==> src/rtl/burst_seq_pkg.sv <==
// Shared types for the burst sequencer: command record, FSM states, widths.
package burst_seq_pkg;

    localparam int CMD_TIME_W = 64;
    localparam int CMD_FREQ_W = 48;
    localparam int CMD_RATE_W = 32;
    localparam int CMD_IVL_W  = 32;
    localparam int CMD_NIMP_W = 16;

    // One queued burst command, exactly as written by the command register.
    typedef struct packed {
        logic [CMD_TIME_W-1:0] start;
        logic [CMD_FREQ_W-1:0] freq;
        logic [CMD_FREQ_W-1:0] dfreq;
        logic [CMD_RATE_W-1:0] rate;
        logic [CMD_NIMP_W-1:0] nimp;
        logic                  coh;
        logic [CMD_IVL_W-1:0]  tb1;
        logic [CMD_IVL_W-1:0]  ti;
        logic [CMD_IVL_W-1:0]  tb2;
        logic [CMD_IVL_W-1:0]  tp;
    } cmd_t;

    typedef enum logic [3:0] {
        S_IDLE, S_WAIT_T, S_LOAD, S_ACKWAIT, S_BLANK1, S_TIZL, S_BLANK2, S_TPR, S_NEXT
    } state_t;

    // Down-counter preset so an interval of N lasts N cycles; 0 behaves as 1.
    function automatic logic [CMD_IVL_W-1:0] ivl_load(input logic [CMD_IVL_W-1:0] n);
        return (n == '0) ? '0 : n - 1'b1;
    endfunction

endpackage

==> src/rtl/burst_cmd_fifo.sv <==
// Synchronous command FIFO with flush, level and overflow pulse.
module burst_cmd_fifo
    import burst_seq_pkg::*;
#(
    parameter int DEPTH = 8
) (
    input  logic                   CLK,
    input  logic                   RESET,
    input  logic                   flush,
    input  logic                   wr,
    input  cmd_t                   wdata,
    input  logic                   rd,
    output cmd_t                   rdata,
    output logic                   full,
    output logic                   empty,
    output logic [$clog2(DEPTH):0] level,
    output logic                   ovf
);
    localparam int AW = $clog2(DEPTH);

    cmd_t          mem [DEPTH];
    logic [AW-1:0] wp, rp;
    logic          do_push, do_pop;

    assign empty   = (level == '0);
    assign full    = (level == (AW+1)'(DEPTH));
    assign do_pop  = rd && !empty && !flush;
    // A pop in the same cycle frees a slot, so a push into a full FIFO survives it.
    assign do_push = wr && !flush && (!full || do_pop);
    assign rdata   = mem[rp];

    // Storage write; contents need no reset since level gates every read.
    always_ff @(posedge CLK) begin
        if (do_push) mem[wp] <= wdata;
    end

    // Pointers, occupancy and overflow pulse; pointers wrap naturally at DEPTH.
    always_ff @(posedge CLK) begin
        if (RESET || flush) begin
            wp    <= '0;
            rp    <= '0;
            level <= '0;
            ovf   <= 1'b0;
        end else begin
            ovf <= wr && !do_push;
            if (do_push) wp <= wp + 1'b1;
            if (do_pop)  rp <= rp + 1'b1;
            case ({do_push, do_pop})
                2'b10:   level <= level + 1'b1;
                2'b01:   level <= level - 1'b1;
                default: level <= level;
            endcase
        end
    end

endmodule

==> src/rtl/burst_sequencer.sv <==
// Time-triggered burst sequencer: pops timed commands and runs
// blank1 / emit / blank2 / receive pulses with a 4-phase DDS load.
// Field widths of cmd_t come from burst_seq_pkg; the width parameters
// below must match it.
module burst_sequencer
    import burst_seq_pkg::*;
#(
    parameter int TIME_W    = CMD_TIME_W,
    parameter int FREQ_W    = CMD_FREQ_W,
    parameter int RATE_W    = CMD_RATE_W,
    parameter int IVL_W     = CMD_IVL_W,
    parameter int NIMP_W    = CMD_NIMP_W,
    parameter int DEPTH     = 8,
    parameter int LATE_EXEC = 0
) (
    input  logic                   CLK,
    input  logic                   RESET,
    input  logic [TIME_W-1:0]      TIME,
    input  logic                   TIME_VALID,
    input  logic                   ABORT,
    input  logic                   CMD_WR,
    input  logic [TIME_W-1:0]      CMD_START,
    input  logic [FREQ_W-1:0]      CMD_FREQ,
    input  logic [FREQ_W-1:0]      CMD_DFREQ,
    input  logic [RATE_W-1:0]      CMD_RATE,
    input  logic [NIMP_W-1:0]      CMD_NIMP,
    input  logic                   CMD_COH,
    input  logic [IVL_W-1:0]       CMD_TB1,
    input  logic [IVL_W-1:0]       CMD_TI,
    input  logic [IVL_W-1:0]       CMD_TB2,
    input  logic [IVL_W-1:0]       CMD_TP,
    output logic                   CMD_FULL,
    output logic [$clog2(DEPTH):0] CMD_LEVEL,
    output logic                   CMD_OVF,
    output logic                   REQ,
    input  logic                   ACK,
    output logic [FREQ_W-1:0]      DDS_freq,
    output logic [FREQ_W-1:0]      DDS_delta_freq,
    output logic [RATE_W-1:0]      DDS_delta_rate,
    output logic                   DDS_start,
    output logic                   En_Iz,
    output logic                   En_Pr,
    output logic                   BUSY,
    output logic                   CMD_DONE,
    output logic                   CMD_LATE,
    output logic                   REQ_COMMAND
);
    state_t             state, state_n;
    cmd_t               cmd_q, cmd_n, fifo_wdata, fifo_rdata;
    logic               fifo_empty, pop;
    logic               first_q, first_n;
    logic [IVL_W-1:0]   cnt_q, cnt_n;
    logic               req_n, ds_n, done_n, late_n, reqcmd_n;
    logic [FREQ_W-1:0]  freq_n, dfreq_n;
    logic [RATE_W-1:0]  rate_n;
    logic               last;

    assign fifo_wdata = '{start: CMD_START, freq: CMD_FREQ, dfreq: CMD_DFREQ,
                          rate: CMD_RATE, nimp: CMD_NIMP, coh: CMD_COH,
                          tb1: CMD_TB1, ti: CMD_TI, tb2: CMD_TB2, tp: CMD_TP};

    burst_cmd_fifo #(.DEPTH(DEPTH)) u_fifo (
        .CLK   (CLK),
        .RESET (RESET),
        .flush (ABORT),
        .wr    (CMD_WR),
        .wdata (fifo_wdata),
        .rd    (pop),
        .rdata (fifo_rdata),
        .full  (CMD_FULL),
        .empty (fifo_empty),
        .level (CMD_LEVEL),
        .ovf   (CMD_OVF)
    );

    // cmd_q.nimp counts remaining pulses; it reads 1 during the final pulse.
    assign last  = (cmd_q.nimp == NIMP_W'(1));
    assign En_Iz = (state == S_TIZL);
    assign En_Pr = (state == S_TPR);
    assign BUSY  = (state != S_IDLE);

    // Next-state, datapath and registered-output decode.
    always_comb begin
        state_n  = state;
        cmd_n    = cmd_q;
        first_n  = first_q;
        cnt_n    = cnt_q;
        req_n    = REQ;
        ds_n     = DDS_start;
        freq_n   = DDS_freq;
        dfreq_n  = DDS_delta_freq;
        rate_n   = DDS_delta_rate;
        done_n   = 1'b0;
        late_n   = 1'b0;
        reqcmd_n = 1'b0;
        pop      = 1'b0;
        if (ABORT || (state != S_IDLE && !TIME_VALID)) begin
            // Burst is lost: quiet every output, FIFO handling is up to ABORT.
            state_n = S_IDLE;
            req_n   = 1'b0;
            ds_n    = 1'b0;
            freq_n  = '0;
            dfreq_n = '0;
            rate_n  = '0;
        end else begin
            case (state)
                S_IDLE: begin
                    if (!fifo_empty && TIME_VALID) begin
                        pop      = 1'b1;
                        reqcmd_n = 1'b1;
                        cmd_n    = fifo_rdata;
                        first_n  = 1'b1;
                        if (fifo_rdata.nimp == '0)
                            done_n = 1'b1;
                        else if (TIME < fifo_rdata.start)
                            state_n = S_WAIT_T;
                        else if (TIME == fifo_rdata.start)
                            state_n = S_LOAD;
                        else begin
                            late_n = 1'b1;
                            if (LATE_EXEC != 0) state_n = S_LOAD;
                        end
                    end
                end
                // Magnitude compare so a jump in TIME cannot skip the start.
                S_WAIT_T: if (TIME >= cmd_q.start) state_n = S_LOAD;
                S_LOAD: begin
                    if (cmd_q.coh && !first_q) begin
                        state_n = S_BLANK1;
                        cnt_n   = ivl_load(cmd_q.tb1);
                    end else begin
                        freq_n  = cmd_q.freq;
                        dfreq_n = cmd_q.dfreq;
                        rate_n  = cmd_q.rate;
                        req_n   = 1'b1;
                        first_n = 1'b0;
                        state_n = S_ACKWAIT;
                    end
                end
                S_ACKWAIT: begin
                    if (REQ) begin
                        if (ACK) req_n = 1'b0;
                    end else if (!ACK) begin
                        state_n = S_BLANK1;
                        cnt_n   = ivl_load(cmd_q.tb1);
                    end
                end
                S_BLANK1: begin
                    if (cnt_q == '0) begin
                        state_n = S_TIZL;
                        cnt_n   = ivl_load(cmd_q.ti);
                        ds_n    = 1'b1;
                    end else cnt_n = cnt_q - 1'b1;
                end
                S_TIZL: begin
                    if (cnt_q == '0) begin
                        state_n = S_BLANK2;
                        cnt_n   = ivl_load(cmd_q.tb2);
                        if (!cmd_q.coh || last) ds_n = 1'b0;
                    end else cnt_n = cnt_q - 1'b1;
                end
                S_BLANK2: begin
                    if (cnt_q == '0) begin
                        state_n = S_TPR;
                        cnt_n   = ivl_load(cmd_q.tp);
                    end else cnt_n = cnt_q - 1'b1;
                end
                S_TPR: begin
                    if (cnt_q == '0) state_n = S_NEXT;
                    else             cnt_n   = cnt_q - 1'b1;
                end
                S_NEXT: begin
                    cmd_n.nimp = cmd_q.nimp - 1'b1;
                    if (last) begin
                        done_n  = 1'b1;
                        state_n = S_IDLE;
                    end else state_n = S_LOAD;
                end
                default: state_n = S_IDLE;
            endcase
        end
    end

    // State and datapath registers.
    always_ff @(posedge CLK) begin
        if (RESET) begin
            state          <= S_IDLE;
            cmd_q          <= '0;
            first_q        <= 1'b0;
            cnt_q          <= '0;
            REQ            <= 1'b0;
            DDS_start      <= 1'b0;
            DDS_freq       <= '0;
            DDS_delta_freq <= '0;
            DDS_delta_rate <= '0;
            CMD_DONE       <= 1'b0;
            CMD_LATE       <= 1'b0;
            REQ_COMMAND    <= 1'b0;
        end else begin
            state          <= state_n;
            cmd_q          <= cmd_n;
            first_q        <= first_n;
            cnt_q          <= cnt_n;
            REQ            <= req_n;
            DDS_start      <= ds_n;
            DDS_freq       <= freq_n;
            DDS_delta_freq <= dfreq_n;
            DDS_delta_rate <= rate_n;
            CMD_DONE       <= done_n;
            CMD_LATE       <= late_n;
            REQ_COMMAND    <= reqcmd_n;
        end
    end

endmodule

==> config.mk <==
export PLATFORM = sky130hd
export DESIGN_NAME = burst_sequencer
export DESIGN_NICKNAME = d
export VERILOG_FILES = /design/src/rtl/burst_seq_pkg.sv /design/src/rtl/burst_cmd_fifo.sv /design/src/rtl/burst_sequencer.sv
export SDC_FILE = /design/constraint.sdc
export NUM_CORES = 2
export LEC_CHECK = 0
export ABC_AREA = 1
export CAP_MARGIN = 20
export CORE_UTILIZATION = 35
export DETAILED_ROUTE_END_ITERATION = 10
export GPL_TIMING_DRIVEN = 0
export SLEW_MARGIN = 0
export SYNTH_ARGS = -nofsm -noshare
export SYNTH_HDL_FRONTEND = slang
export SYNTH_SLANG_ARGS = --single-unit
==> constraint.sdc <==
create_clock -name CLK -period 21.8 [get_ports CLK]
set_input_delay 4.36 -clock CLK [delete_from_list [all_inputs] [get_ports CLK]]
set_output_delay 4.36 -clock CLK [all_outputs]
set_load 0.005 [all_outputs]
Yosys cells after proc, flatten, opt, wreduce, memory -nomap -nowiden. Memories as Yosys holds them, arrays and structs flattened. A register that Yosys moved wholly into a read port is not among the register bits. Index checks and enable logic that the tools add are counted.

Output and inout bits: 142. Memories kept: 1. Flip-flop bits (word level): 518. Bits in writable memories: 2696. Bits of input ports: 407.

Magnitude comparators: 2. Equal/unequal tests: 27. Bitwise operators: 4. $add $sub $neg: 10. Reduce and logical (&&, ||, !) cells: 44. Mux-type cells: 52.

Memories: u_fifo.mem (depth 8, width 337, rd ports 1, clocked after Yosys merged registers in 1, wr ports 1, line burst_cmd_fifo.sv:21) `cmd_t mem [DEPTH];`.

Operators with widths (number): 32-bit 2-to-1 mux (11); 32-bit one-hot mux with 6 select lines (1); 32-bit zero test (5); 32-bit by 1-bit subtractor with 32-bit output, second input constant (5); 145-bit 2-to-1 mux (1); 64-bit equality test (1); 64-bit >= comparator (1); 64-bit less-than comparator (1); 4-bit 2-to-1 mux (11); 4-bit one-hot mux with 9 select lines (1); 16-bit one-hot mux with 2 select lines (1); 2-bit inequality test, second input constant (10); 1-bit 2-to-1 mux (17); 16-bit by 1-bit equality test with 1-bit output, second input constant (1); 4-bit by 3-bit equality test with 1-bit output, second input constant (4); 16-bit zero test (1); 16-bit by 1-bit subtractor with 16-bit output, second input constant (1); 10-bit AND reduction (1); 2-bit nonzero test (5); 3-bit 2-to-1 mux (3); 4-bit by 2-bit equality test with 1-bit output, second input constant (2); 4-bit equality test, second input constant (2); 1-bit logical AND (8); 4-bit zero test (2); other kinds (22) (43).

Depth between registers and ports, before layout.
Depth in word-level cells: 12. Gate-level depth with buffers: 29.

Hierarchy. From an unflattened synthesis, not the netlist that was laid out.

Cell total of the unflattened synthesis: 11060. Area total of the unflattened synthesis: 132085.4 um^2.

Modules (own cells, without submodules): burst_cmd_fifo (seq. area each 81237.9 um^2, times used 1, area an instance 104662.9 um^2, cells each 6956); burst_sequencer (seq. area each 10149.7 um^2, times used 1, area an instance 27422.6 um^2, cells each 4104).

Least setup slack after synthesis. No wires, ideal clock.

Path type: input -> register. Start: in TIME_VALID. End: mem u_fifo.mem[0][0] (netlist bit) (enable). Buffers on the path: 0. Stages on the path: 8. Arrival: 19.159 ns. Path slack: 1.598 ns. Data required time: 20.757 ns. Cells stage by stage: inv_1 -> a31oi_1 -> nand2_1 -> nand2_1 -> nand2_1 -> nor2_2 -> nand2_1 -> nor2_1.

Word-level cells in the longest chain between the ends: 10. Elaborated cells between the ends (all ways): 13. Those cells by class: mux (5); reduce/logical (8).

RTL lines: start: declaration (line burst_sequencer.sv:19) `input logic TIME_VALID,`; 1-bit logical AND or 1-bit zero test (tied branches) (line burst_sequencer.sv:108, burst_sequencer.sv:97); 1-bit 2-to-1 mux or 1-bit logical AND (tied branches) (line burst_sequencer.sv:108, burst_sequencer.sv:97); 1-bit 2-to-1 mux or 1-bit logical OR (tied branches) (line burst_sequencer.sv:106, burst_sequencer.sv:97); 1-bit 2-to-1 mux *; 1-bit logical AND * (2 in series) (line burst_cmd_fifo.sv:27) `assign do_pop = rd && !empty && !flush;`; 1-bit logical OR * (line burst_cmd_fifo.sv:29) `assign do_push = wr && !flush && (!full || do_pop);`; 1-bit logical AND * (line burst_cmd_fifo.sv:29); 1-bit 2-to-1 mux * (line burst_cmd_fifo.sv:34) `if (do_push) mem[wp] <= wdata;`; 1-bit 2-to-1 mux (implied by the code) * (line burst_cmd_fifo.sv:34); end: declaration (line burst_cmd_fifo.sv:21).

Mark *: on every way between the ends. The rest lies on a longest branch, timed or not.

Worst setup path in the final report.
Start: in TIME_VALID. End: mem u_fifo.mem[1][223] (netlist bit) (enable).

Same word-level chain as after synthesis.

==> run metrics <==
combined flip-flop and latch cell area=91,400 sq um; Max VDD drop=0.0000602 V; measured slew at the worst slew-check pin=1160 ps; length in cells of the worst reg-to-reg path=17; Clock Root Buffer=clkbuf_16; CP startpoint kind=primary input; fillcell total=35,000; Final Cycle Share=0.379; setup slack on the worst flop-to-flop path=15,440 ps; clock-pin slew on the worst setup and hold paths=60 ps; Post-route DRC=0; multi-input logic area=34,300 sq um; GRT Residual Overflow=0; dominant combinational cell family by area after synthesis=compound AO/OA/AOI/OAI gates; placed cell area=145,000 sq um; DRC violation total after the first TritonRoute iteration=10,300; number of cells produced by synthesis=11,500; Mapped Area=130,000 sq um; worst min-delay path endpoint=DDS_delta_freq[36]$_SDFFE_PP0P_; xor/xnor cell area share of the yosys netlist=0.00645; number of gates resized after CTS=0; status=finished, final reports clean; hold buffers post-CTS=0; number of I/O pins=549; Seq cells post-synth=3,217; Fin Hold WS=458 ps; number of buffers inserted during clock tree synthesis=335; mux cell area share after synthesis=0; destination of the worst register-to-register timing path=state[3]$_SDFFE_PP0P_; nature of the critical path endpoint=flop; most used flip-flop cell after synthesis=edfxtp_1; Setup Viol. Count Final=0; number of nets in the synthesized netlist=12,000; worst relative slew slack=0.228; Post-Synth Simple-Gate Area=0.112; floorplan die area=375,000 sq um; layout cell share with drive strength beyond 1=0.0709; worst clock skew on the final layout=60.0 ps; H-Tree Level Count=5; global-route wire length before repair=623,000 microns; adder-cell share of the synthesized area=0.0138; via count of the first global-routing pass=88,800; number of synthesized flops with an enable pin=2,696; power density of the placed cells=89.3 nW/um^2; distinct cell type count of the synthesized netlist=55; Yosys warning total=0; clock period minus final worst setup slack=8260 ps; number of vias per cell=5.28; final hold violation count=0; Core Box Area=370,000 sq um; fraction of the yosys area taken by sequential cells=0.701; vias post-DR=94,100; Max Transition Viols Final=0; Post-Route WL=441,000 microns; worst min-delay path class=flop to flop; CP Data Required Time=22,390 ps; worst-skew pair later-pin latency=930 ps; design area=156,000 sq um; remaining antenna violation count=0; count of cells along the worst hold path=2; Arr. time, crit path=8850 ps; number of antenna violations at the first check in global routing=154; max capacitance violation total=0; last weighted congestion value of the routability-driven placer=0.942; static leakage=54.1 nW; initial standard-cell utilization of the core=0.353; fraction of the core area covered by cells at the end of the flow=0.422; number of cell rows=223; GR Util All Layers=0.227; clock tree from TritonCTS=yes; Die Ht=612 microns; layout overhead on the synthesized area=19.7%; Worst Hold Launch=cmd_q[213]$_SDFFE_PP0P_; WL/cell=24.8 microns; horizontal die dimension=612 microns; FFs w/ async S/R, synth=0; Buffers on Ports=547; Mean Syn Cell Area=11.3 sq um; CTS sink cnt=3,217; number of nets in the layout=13,100; Max Freq=0.121 GHz; aggregate negative setup slack=0 ps; CP Class=primary input to flop; compound-gate portion of the synthesized area=0.130; Clock Tree Buf Depth=4; CP Max Fanout=25; maximum number of pins on one net before global-route repair=30; unrepaired setup endpoints after global routing=no; hpwl dp=311,000 microns; count of buffers added by post-CTS timing repair for setup=0; length of the first detailed-routing pass in iterations=6
per-stage QoR:
step	setup slack (ps)	instances	total power [mW]
2_1_floorplan	1600	11500	7.71
6_report	13540	17800	13.9
3_3_place_gp	-14620	17000	8.33
3_5_place_dp	12700	17100	8.31
4_1_cts	13630	17800	14.0
5_1_grt	13590	17800	14.3
layer usage:
| layer | wire (microns) | up-vias | share of wire | GRT usage |
|---|---|---|---|---|
| met1 | 179000 | 46100 | 0.41 | 0.295 |
| li1 | - | 43300 | - | - |
| met3 | 31700 | 815 | 0.072 | 0.0361 |
| met5 | 301 | - | 0.00068 | 0 |
| met4 | 19400 | 54 | 0.044 | 0.104 |
| met2 | 211000 | 3875 | 0.48 | 0.374 |
cells in the final DEF (no fill, tap or decap), types with 50 or more instances in the layout:
master           synthesis  layout
edfxtp_1              2696    2696
o21ai_0               1780    1778
nor2_1                1656    1648
nand2_1               1614    1614
clkbuf_1               495     567
clkdlybuf4s50_1          0     547
dfxtp_1                521     521
o22ai_1                501     501
inv_1                  460     460
a21oi_1                448     448
clkbuf_16                0     339
nand3_1                276     276
a31oi_1                274     274
buf_2                  166     166
ha_1                   142     142
buf_12                   0     108
o21ai_1                 85      87
xor2_1                  75      75
diode_2                  0      58
nand4_1                 50      50
how the worst max path moves through the flow:
stage                                startpoint                            to
after floorplan                      TIME_VALID    u_fifo.mem[0][0]$_DFFE_PP_
after global placement               TIME_VALID   u_fifo.mem[7][39]$_DFFE_PP_
after detailed placement             TIME_VALID  u_fifo.mem[1][223]$_DFFE_PP_
after CTS                 state[1]$_SDFFE_PP0P_                         En_Pr
after global routing                 TIME_VALID  u_fifo.mem[1][210]$_DFFE_PP_
final                                TIME_VALID  u_fifo.mem[1][223]$_DFFE_PP_
power by group:
part	total, mW	internal, mW	switching (mW)	leakage, nW
Combinational	1.42	0.416	1.00	20.2
Sequential	6.79	6.74	0.0516	28.6
Clock	5.73	3.30	2.43	5.32
registers in the layout, summed over array words and instances (netlist names), named ones only:
signal / cells
u_fifo.wp: 3
REQ: 1
cnt_q: 32
state: 4
DDS_delta_freq: 48
u_fifo.rp: 3
CMD_DONE: 1
REQ_COMMAND: 1
DDS_freq: 48
DDS_start: 1
first_q: 1
u_fifo.level: 4
CMD_LATE: 1
u_fifo.ovf: 1
u_fifo.mem: 2696
cmd_q: 337
DDS_delta_rate: 32
worst max-delay path, cell delays in order:
cell and delay [ps]:
clkdlybuf4s50_1 740, inv_1 80, a31oi_1 530, nand2_1 360
nand2_1 160, nand2_1 110, nor2_2 200, nand2_1 280
nor2_4 550, buf_12 260, buf_12 220, buf_12 230
buf_12 240, buf_12 220, buf_16 180
synth_stat cells (9+ instances only):
library cell  instances  area, sq um
o21bai_1             12         90.1
clkbuf_1            495         1860
a21oi_1             448         2240
nand3_1             276         1380
ha_1                142         1780
nor2_2               16          100
buf_2               166          831
inv_1               460         1730
dfxtp_1             521        10400
o21ai_0            1780         8910
xnor2_1              21          184
nand4_1              50          313
o21ai_1              85          425
o221ai_1             19          166
nand2_1            1614         6060
xor2_1               75          657
buf_1                26         97.6
inv_2                15         56.3
nor3_1               38          190
o22ai_1             501         3130
edfxtp_1           2696        81000
buf_4                26          195
nor2_1             1656         6220
o21a_1                9         67.6
a31oi_1             274         1710
logic make-up (layout without fill, tap and decap cells):
kind of cell               after synthesis  after routing
and+or+nand+nor                       3698           3698
DFF                                   3217           3217
AOI/OAI and AO/OA                     3147           3147
buffers and inverters                 1198           2501
adders and majority gates              143            143
xor gates and xnor gates                96             96
other                                    0             58
final cells by class:
type                            instances  area share
Clock inverter                        156      0.0100
Sequential cell                      3217       0.586
Multi-Input combinational cell       7084       0.219
Clock buffer                          462      0.0599
Timing Repair Buffer                  685      0.0534
Tap cell                             4950      0.0397
Inverter                              478      0.0115
Buffer                                720      0.0196
Antenna cell                           58    0.000930
(Power assumes the default switching activity.)
